===== config.mk =====
export PLATFORM = sky130hd
export DESIGN_NAME = lrelu_cfg_writer
export DESIGN_NICKNAME = d
export VERILOG_FILES = /design/src/rtl/lrelu_cfg_writer.sv
export SDC_FILE = /design/constraint.sdc
export NUM_CORES = 1
export LEC_CHECK = 0
export BUFFER_PORTS_ARGS = -buffer_cell sky130_fd_sc_hd__buf_2
export CAP_MARGIN = 25
export CORE_MARGIN = 10
export CORE_UTILIZATION = 48
export DETAILED_ROUTE_END_ITERATION = 12
export HOLD_SLACK_MARGIN = 0.06
export PLACE_DENSITY = 0.84
export SLEW_MARGIN = 20
export SYNTH_ARGS = -nofsm -noshare
export SYNTH_HDL_FRONTEND = slang
export SYNTH_SLANG_ARGS = --single-unit

===== constraint.sdc =====
create_clock -name clk -period 3 [get_ports clk]
set_input_delay 0.45 -clock clk [delete_from_list [all_inputs] [get_ports clk]]
set_output_delay 0.45 -clock clk [all_outputs]
set_load 0.02 [all_outputs]

===== src/rtl/lrelu_cfg_writer.sv =====
// lrelu_cfg_writer: routes LReLU config beats into D / BRAM_A / BRAM_B through one registered write stage.
// Optional framing check (s_last vs counter full) enabled by LRELU_CFG_LAST_CHECK_EN.
`ifndef KH_MAX
`define KH_MAX 3
`endif
`ifndef KW_MAX
`define KW_MAX 3
`endif
`ifndef BITS_KH
`define BITS_KH 2
`endif
module lrelu_cfg_writer #(
    parameter int KH_MAX      = `KH_MAX,
    parameter int KW_MAX      = `KW_MAX,
    parameter int WORD_WIDTH  = 16,
    parameter int BITS_KH     = `BITS_KH,
    parameter int BITS_CLR_I  = $clog2(KW_MAX/2+1),
    parameter int BITS_W_ADDR = 4
) (
    input  logic                   clk,
    input  logic                   rstn,
    input  logic                   start,
    input  logic                   s_valid,
    output logic                   s_ready,
    input  logic [WORD_WIDTH-1:0]  s_data,
    input  logic                   s_last,
    output logic                   cnt_en,
    input  logic [1:0]             w_sel,
    input  logic [BITS_CLR_I-1:0]  clr_i,
    input  logic [BITS_KH-1:0]     mtb,
    input  logic [BITS_W_ADDR-1:0] w_addr,
    input  logic                   full,
    output logic [WORD_WIDTH-1:0]  wr_data,
    output logic                   d_we,
    output logic                   a_we,
    output logic [BITS_W_ADDR-1:0] a_addr,
    output logic                   b_we,
    output logic [BITS_CLR_I-1:0]  b_clr_i,
    output logic [BITS_KH-1:0]     b_mtb,
    output logic [BITS_W_ADDR-1:0] b_addr,
    output logic                   busy,
    output logic                   done,
    output logic                   err
);
    typedef enum logic [1:0] {IDLE, LOAD, DONE} state_t;
    state_t state;
    wire [63:0] unused_params = {KH_MAX, KW_MAX};
    assign s_ready = state == LOAD && w_sel != 2'd0;
    assign cnt_en  = s_valid && s_ready;
    assign busy    = state == LOAD;
    assign done    = state == DONE;
    always_ff @(posedge clk or negedge rstn) begin
        if (!rstn) begin
            state   <= IDLE;
            wr_data <= '0;
            d_we    <= 1'b0;
            a_we    <= 1'b0;
            b_we    <= 1'b0;
            a_addr  <= '0;
            b_clr_i <= '0;
            b_mtb   <= '0;
            b_addr  <= '0;
        end else begin
            d_we <= cnt_en && w_sel == 2'd1;
            a_we <= cnt_en && w_sel == 2'd2;
            b_we <= cnt_en && w_sel == 2'd3;
            if (cnt_en) wr_data <= s_data;
            if (cnt_en && w_sel == 2'd2) a_addr <= w_addr;
            if (cnt_en && w_sel == 2'd3) begin
                b_clr_i <= clr_i;
                b_mtb   <= mtb;
                b_addr  <= w_addr;
            end
            case (state)
                IDLE:    if (start) state <= LOAD;
                LOAD:    if (cnt_en && full) state <= DONE;
                default: state <= IDLE;
            endcase
        end
    end
`ifdef LRELU_CFG_LAST_CHECK_EN
    // Early last and missing last both flag; the load itself is never cut short.
    always_ff @(posedge clk or negedge rstn) begin
        if (!rstn) err <= 1'b0;
        else if (state == IDLE && start) err <= 1'b0;
        else if (cnt_en && s_last != full) err <= 1'b1;
    end
`else
    wire unused_last = s_last;
    assign err = 1'b0;
`endif
endmodule


==> results.toml, run 1 <==
[status]
status = "complete, no violations"

[timing]
skew_ns = 0.00724
period_share_pct = 69.3
min_period_ns = 2.08
rsz0062_at_grt = "no"
hold_viol_final = 0
max_freq_mhz = 481
fin_tns_setup_ns = 0
final_max_slew_viol_count = 0
worstMarginPinSlew_ns = 0.681
finalHoldWorstSlack_ns = 0.159
finalSetupViolCount = 0
max_slew_margin_pct = 54.6

[synthesis]
yosysWarnings = 0
yosysUniqueCellTypes = 17
synth_area_per_cell_um2 = 17.1
synth_fp_nets = 107
netlist_instances = 76
synth-seq-cells = 32
syn-cell-area_um2 = 1300
yosysSeqAreaShare_pct = 61.5

[power_and_ir_drop]
ir_worst_vdd_v = 0.000568
power.leakage_nw = 0.899
cellPowerDensity_nw_per_um2 = 832

[placement]
numPortBuffers = 63
dpl-instance-area_um2 = 1620
place.gp.congestion = 0.643
dp_hpwl_um = 2290

[clock_tree]
insertion_delay_ns = 0.32
htree_num_levels = 2
cts_hold_buffers = 0
clk_pin_slew_worst_paths_ns = 0.09
post_cts_resized = 0
cts_root_buf = "clkbuf_4"
cts_tree = "built"
cts_setup_buffers = 0
cts_sinks = 32
clock_path_buffers = 2
numCtsBuffers = 5

[floorplan]
die_area_um2 = 5200
ios = 66
start_util_pct = 51.6
row_count = 18
die_w_um = 72.1
core-area_um2 = 2520
chipHeight_um = 72.1

[drt]
drt_iter0_markers = 24
ant_nets = 0
vias_per_cell = 4.91
drc_errors = 0
wl_per_cell_um = 16.5
drt_pass1_iterations = 2
vias = 849
drt-total-wl_um = 2860

[finish]
stdcell_area_um2 = 1680
antennaDiodeCount = 0
drive_above_1_share_pct = 69.2
nNetsFinal = 173
n_fill_cell = 209
final_common_cell = "buf_2"
final_cell_mix = "buf_2, dfrtp_1, mux2_4, mux2_2, clkbuf_4"
synthToLayoutAreaGrowth_pct = 28.7

[worst_hold_path]
hold_class = "in2async"

[setup_path]
cp_top_family = "simple AND/OR/NAND/NOR gates"
cp_data_arrival_time_ns = 1.63
critPathMaxFanout = 20
worst-path-buf-inv = 1
critPathKind = "reg2out"
startpoint = "state[1]"
crit_required_ns = 2.55
crit_slowest_cell = "and3b_4"
critPathCaptureType = "primary output"
slowest_delay_ns = 0.46
reg2reg_from = "state[1]"
worstSetupStartpointType = "register"
path_cells = "nor2b_4 > and3b_4 > buf_2"

[job]
cap_violations = 0

[global_routing]
antenna_found_initial = 0
grt_pass1_wl_um = 4540
grt-ovfl-total = 0
grt_max_degree = 33
grt_pass1_vias = 944
grt_use_total_pct = 11.3
-- path summary, 6_finish.rpt --
kind	depth (start not counted)	slack (ns)	end
worst min-delay path	1	0.16	b_mtb[0]
max in group asynchronous	1	2.40	b_addr[1]
worst max-delay path	3	0.92	cnt_en
worst max register to register	3	1.48	wr_data[6]
min in group clk	2	0.30	state[0]
worst min register to register	1	0.51	a_addr[1]
-- power breakdown --
part	internal [mW]	switching, mW
clock	0.116	0.134
sequential	0.553	0.0615
combinational	0.242	0.288
total	0.910	0.484
-- cells by family (layout without fill, tap and decap cells) --
group | count (synthesis) | after routing | synth area share (%)
AOI/OAI and AO/OA | 1 | 1 | 0.577
buffers and inverters | 5 | 72 | 3.17
DFF | 32 | 32 | 61.5
muxes | 27 | 27 | 28.0
other | 1 | 1 | 0.288
and+or+nand+nor | 10 | 10 | 6.53
-- synthesized netlist by cell type --
cell type / n / area share [%]
buf_4: 2 / 1.2
dfrtp_1: 32 / 61
mux2_4: 16 / 18
buf_6: 2 / 1.7
and2b_1: 1 / 0.58
and3b_4: 1 / 0.96
inv_1: 1 / 0.29
and4b_1: 1 / 0.77
mux2_2: 11 / 9.5
and2_1: 1 / 0.48
nand4_2: 1 / 0.96
conb_1: 1 / 0.29
and3b_1: 1 / 0.67
nor2_1: 2 / 0.58
nor2b_1: 1 / 0.48
a211oi_1: 1 / 0.58
nor2b_4: 1 / 1.1
-- layout make-up --
cell class / count / area (um^2) / area share (%)
clock buffer: 8 / 58.8 / 3.51
inverter: 1 / 3.75 / 0.224
multi-input combinational: 39 / 460 / 27.5
sequential: 32 / 801 / 47.8
tap: 30 / 37.5 / 2.24
timing repair buffer: 63 / 315 / 18.8
-- registers in the layout, summed over array words and instances, names as in the netlist --
name and flops:
wr_data 16, a_addr 4, b_addr 4, b_mtb 2
state 2, a_we 1, b_clr_i 1, b_we 1
d_we 1
-- routing by layer --
layer | wire length (um) | track usage (%) | vias to the layer above | share of wire [%]
met4 | 68 | 7.10 | 0 | 2.4
met5 | 0 | 0 | - | 0
met2 | 1370 | 18.3 | 41 | 48
met1 | 1150 | 10.9 | 412 | 40
li1 | - | - | 389 | -
met3 | 271 | 6.26 | 7 | 9.5
-- stage by stage --
stage | worst slack (ns) | utilization, % | total power [mW] | cells
floorplan | 1.54 | - | 0.972 | 76
global placement | 1.17 | 64.1 | 1.14 | 165
detailed placement | 1.12 | 64.1 | 1.16 | 165
CTS | 0.887 | 66.5 | 1.42 | 173
global route | 0.823 | 66.5 | 1.47 | 173
finish | 0.921 | 66.5 | 1.39 | 173
(Power assumes the default switching activity.)
==> inputs of run 2 (changes only) <==
--- a/config.mk
+++ b/config.mk
@@ -8,10 +8,10 @@
 export BUFFER_PORTS_ARGS = -buffer_cell sky130_fd_sc_hd__buf_2
 export CAP_MARGIN = 25
 export CORE_MARGIN = 10
-export CORE_UTILIZATION = 48
+export CORE_UTILIZATION = 40
 export DETAILED_ROUTE_END_ITERATION = 12
 export HOLD_SLACK_MARGIN = 0.06
-export PLACE_DENSITY = 0.84
+export PLACE_DENSITY = 0.74
 export SLEW_MARGIN = 20
 export SYNTH_ARGS = -nofsm -noshare
 export SYNTH_HDL_FRONTEND = slang
==> constraint.sdc (replaced) <==
create_clock -name clk -period 1.7 [get_ports clk]
set_input_delay 0.255 -clock clk [delete_from_list [all_inputs] [get_ports clk]]
set_output_delay 0.255 -clock clk [all_outputs]
set_load 0.02 [all_outputs]
==> run 2 against run 1 <==
Via count decreased by 0.59%. Register-to-register slack got worse by 1.3 ns. Non-clock buffer count rose by 5. Count of clock-buffer cells in the layout down 2. Global-route usage fell by 0.69 points.
==> results.toml, run 2 (synthesized netlist as in run 1, its figures left out) <==
[status]
status = "complete, no violations"

[floorplan]
die_w_um = 77.1
chipHeight_um = 77.1
ios = 66
start_util_pct = 42.3
die_area_um2 = 5940
core-area_um2 = 3080
row_count = 20

[finish]
final_common_cell = "buf_2"
antennaDiodeCount = 0
regMostFlops = "wr_data"
final_util_pct = 56.8
drive_above_1_share_pct = 70.9
largest_register_ffs = 16
n_fill_cell = 285
final_cell_mix = "buf_2, dfrtp_1, mux2_4, mux2_2, clkbuf_4"
top_regs = "wr_data x16, a_addr x4, b_addr x4"
synthToLayoutAreaGrowth_pct = 34.3
nNetsFinal = 178

[setup_path]
startpoint = "state[1]"
critPathKind = "reg2out"
r2r_end = "wr_data[8]"
critPathCaptureType = "primary output"
worst-r2r-setup-slack_ns = 0.14
critPathMaxFanout = 5
ff2ff_path_depth = 5
crit_end = "cnt_en"
crit_required_ns = 1.44
reg2reg_from = "state[1]"
worstSetupStartpointType = "register"
cp_data_arrival_time_ns = 1.31

[timing]
worstMarginPinSlew_ns = 0.699
max_freq_mhz = 638
final_max_slew_viol_count = 0
setup_ws_ns = 0.133
period_share_pct = 92.2
min_period_ns = 1.57
fin_tns_setup_ns = 0
finalSetupViolCount = 0
skew_ns = 0.0147
rsz0062_at_grt = "no"
hold_viol_final = 0
max_slew_margin_pct = 53.4

[drt]
vias = 844
drt_pass1_iterations = 2
drt-total-wl_um = 3130
wl_per_cell_um = 16.3
drc_errors = 0
drt_iter0_markers = 32
vias_per_cell = 4.40
ant_nets = 0

[clock_tree]
cts_root_buf = "clkbuf_4"
clock_path_buffers = 2
clk_pin_slew_worst_paths_ns = 0.10
insertion_delay_ns = 0.32
cts_sinks = 32
post_cts_resized = 0
htree_num_levels = 2
numCtsBuffers = 5
cts_tree = "built"

[placement]
dp_hpwl_um = 2410
numPortBuffers = 63
dpl_worst_slack_ns = 0.186
place.gp.congestion = 0.659

[worst_hold_path]
hold_class = "in2reg"

[global_routing]
antenna_found_initial = 0
grt_max_degree = 33
grt_pass1_vias = 1028
grt-ovfl-total = 0
grt_pass1_wl_um = 4920
grt_use_total_pct = 10.6

[power_and_ir_drop]
power_mw = 2.50
cellPowerDensity_nw_per_um2 = 1430
ir_worst_vdd_v = 0.000671
power.leakage_nw = 0.933

[job]
cap_violations = 0
## run 2: changes by cell type in the layout (fill, tap and decap cells not counted), sizes merged
cell | before | now
clkinv | 0 | 2
clkbuf | 8 | 6
dlygate4sd3 | 0 | 1
buf | 63 | 67
## run 2: final cells by class
type / count / area, um^2 / share of cell area, %
sequential: 32 / 801 / 45.8
multi-input combinational: 39 / 460 / 26.3
timing repair buffer: 68 / 368 / 21.0
tap: 44 / 55.1 / 3.15
clock buffer: 6 / 51.3 / 2.93
clock inverter: 2 / 10.0 / 0.572
inverter: 1 / 3.75 / 0.215
## run 2: critical path, stage by stage (launching register included)
cell	delay [ns]
dfrtp_1	0.44
nor2b_4	0.17
and3b_4	0.22
buf_2	0.16
## run 2: metrics by stage
step,std cells,hold slack [ns],instance area [um^2]
4_1_cts,192,0.100,1750
3_3_place_gp,181,0.322,1660
6_report,192,0.116,1750
2_1_floorplan,76,-0.0406,1300
5_1_grt,192,0.0942,1750
3_5_place_dp,181,0.345,1660
## run 2: report_power, final
part           total (mW)  switching, mW  internal [mW]
clock               0.448          0.251          0.197
combinational       0.965          0.517          0.448
sequential           1.09          0.110          0.976
## run 2: worst min path at each step
stage	end	cells after the start	start	slack, ns
3_3_place_gp	wr_data[11]	1	rstn	0.32
2_1_floorplan	a_addr[0]	0	rstn	-0.04
3_5_place_dp	wr_data[11]	1	rstn	0.34
4_1_cts	state[0]	2	full	0.10
5_1_grt	state[0]	2	full	0.09
6_report	state[0]	2	full	0.12
## run 2: what timing repair did
item                                   CTS  global route
hold buffers                             1             0
endpoints found under the hold margin   32             0
setup endpoints to repair                1             0
buffers inserted                         2             0
## run 2: layer usage
metal | GRT usage [%] | wire length (um) | vias up
met5 | 0 | 0 | -
met4 | 4.93 | 0 | 0
met3 | 6.41 | 351 | 0
met2 | 17.1 | 1550 | 42
met1 | 10.7 | 1230 | 402
li1 | - | - | 400
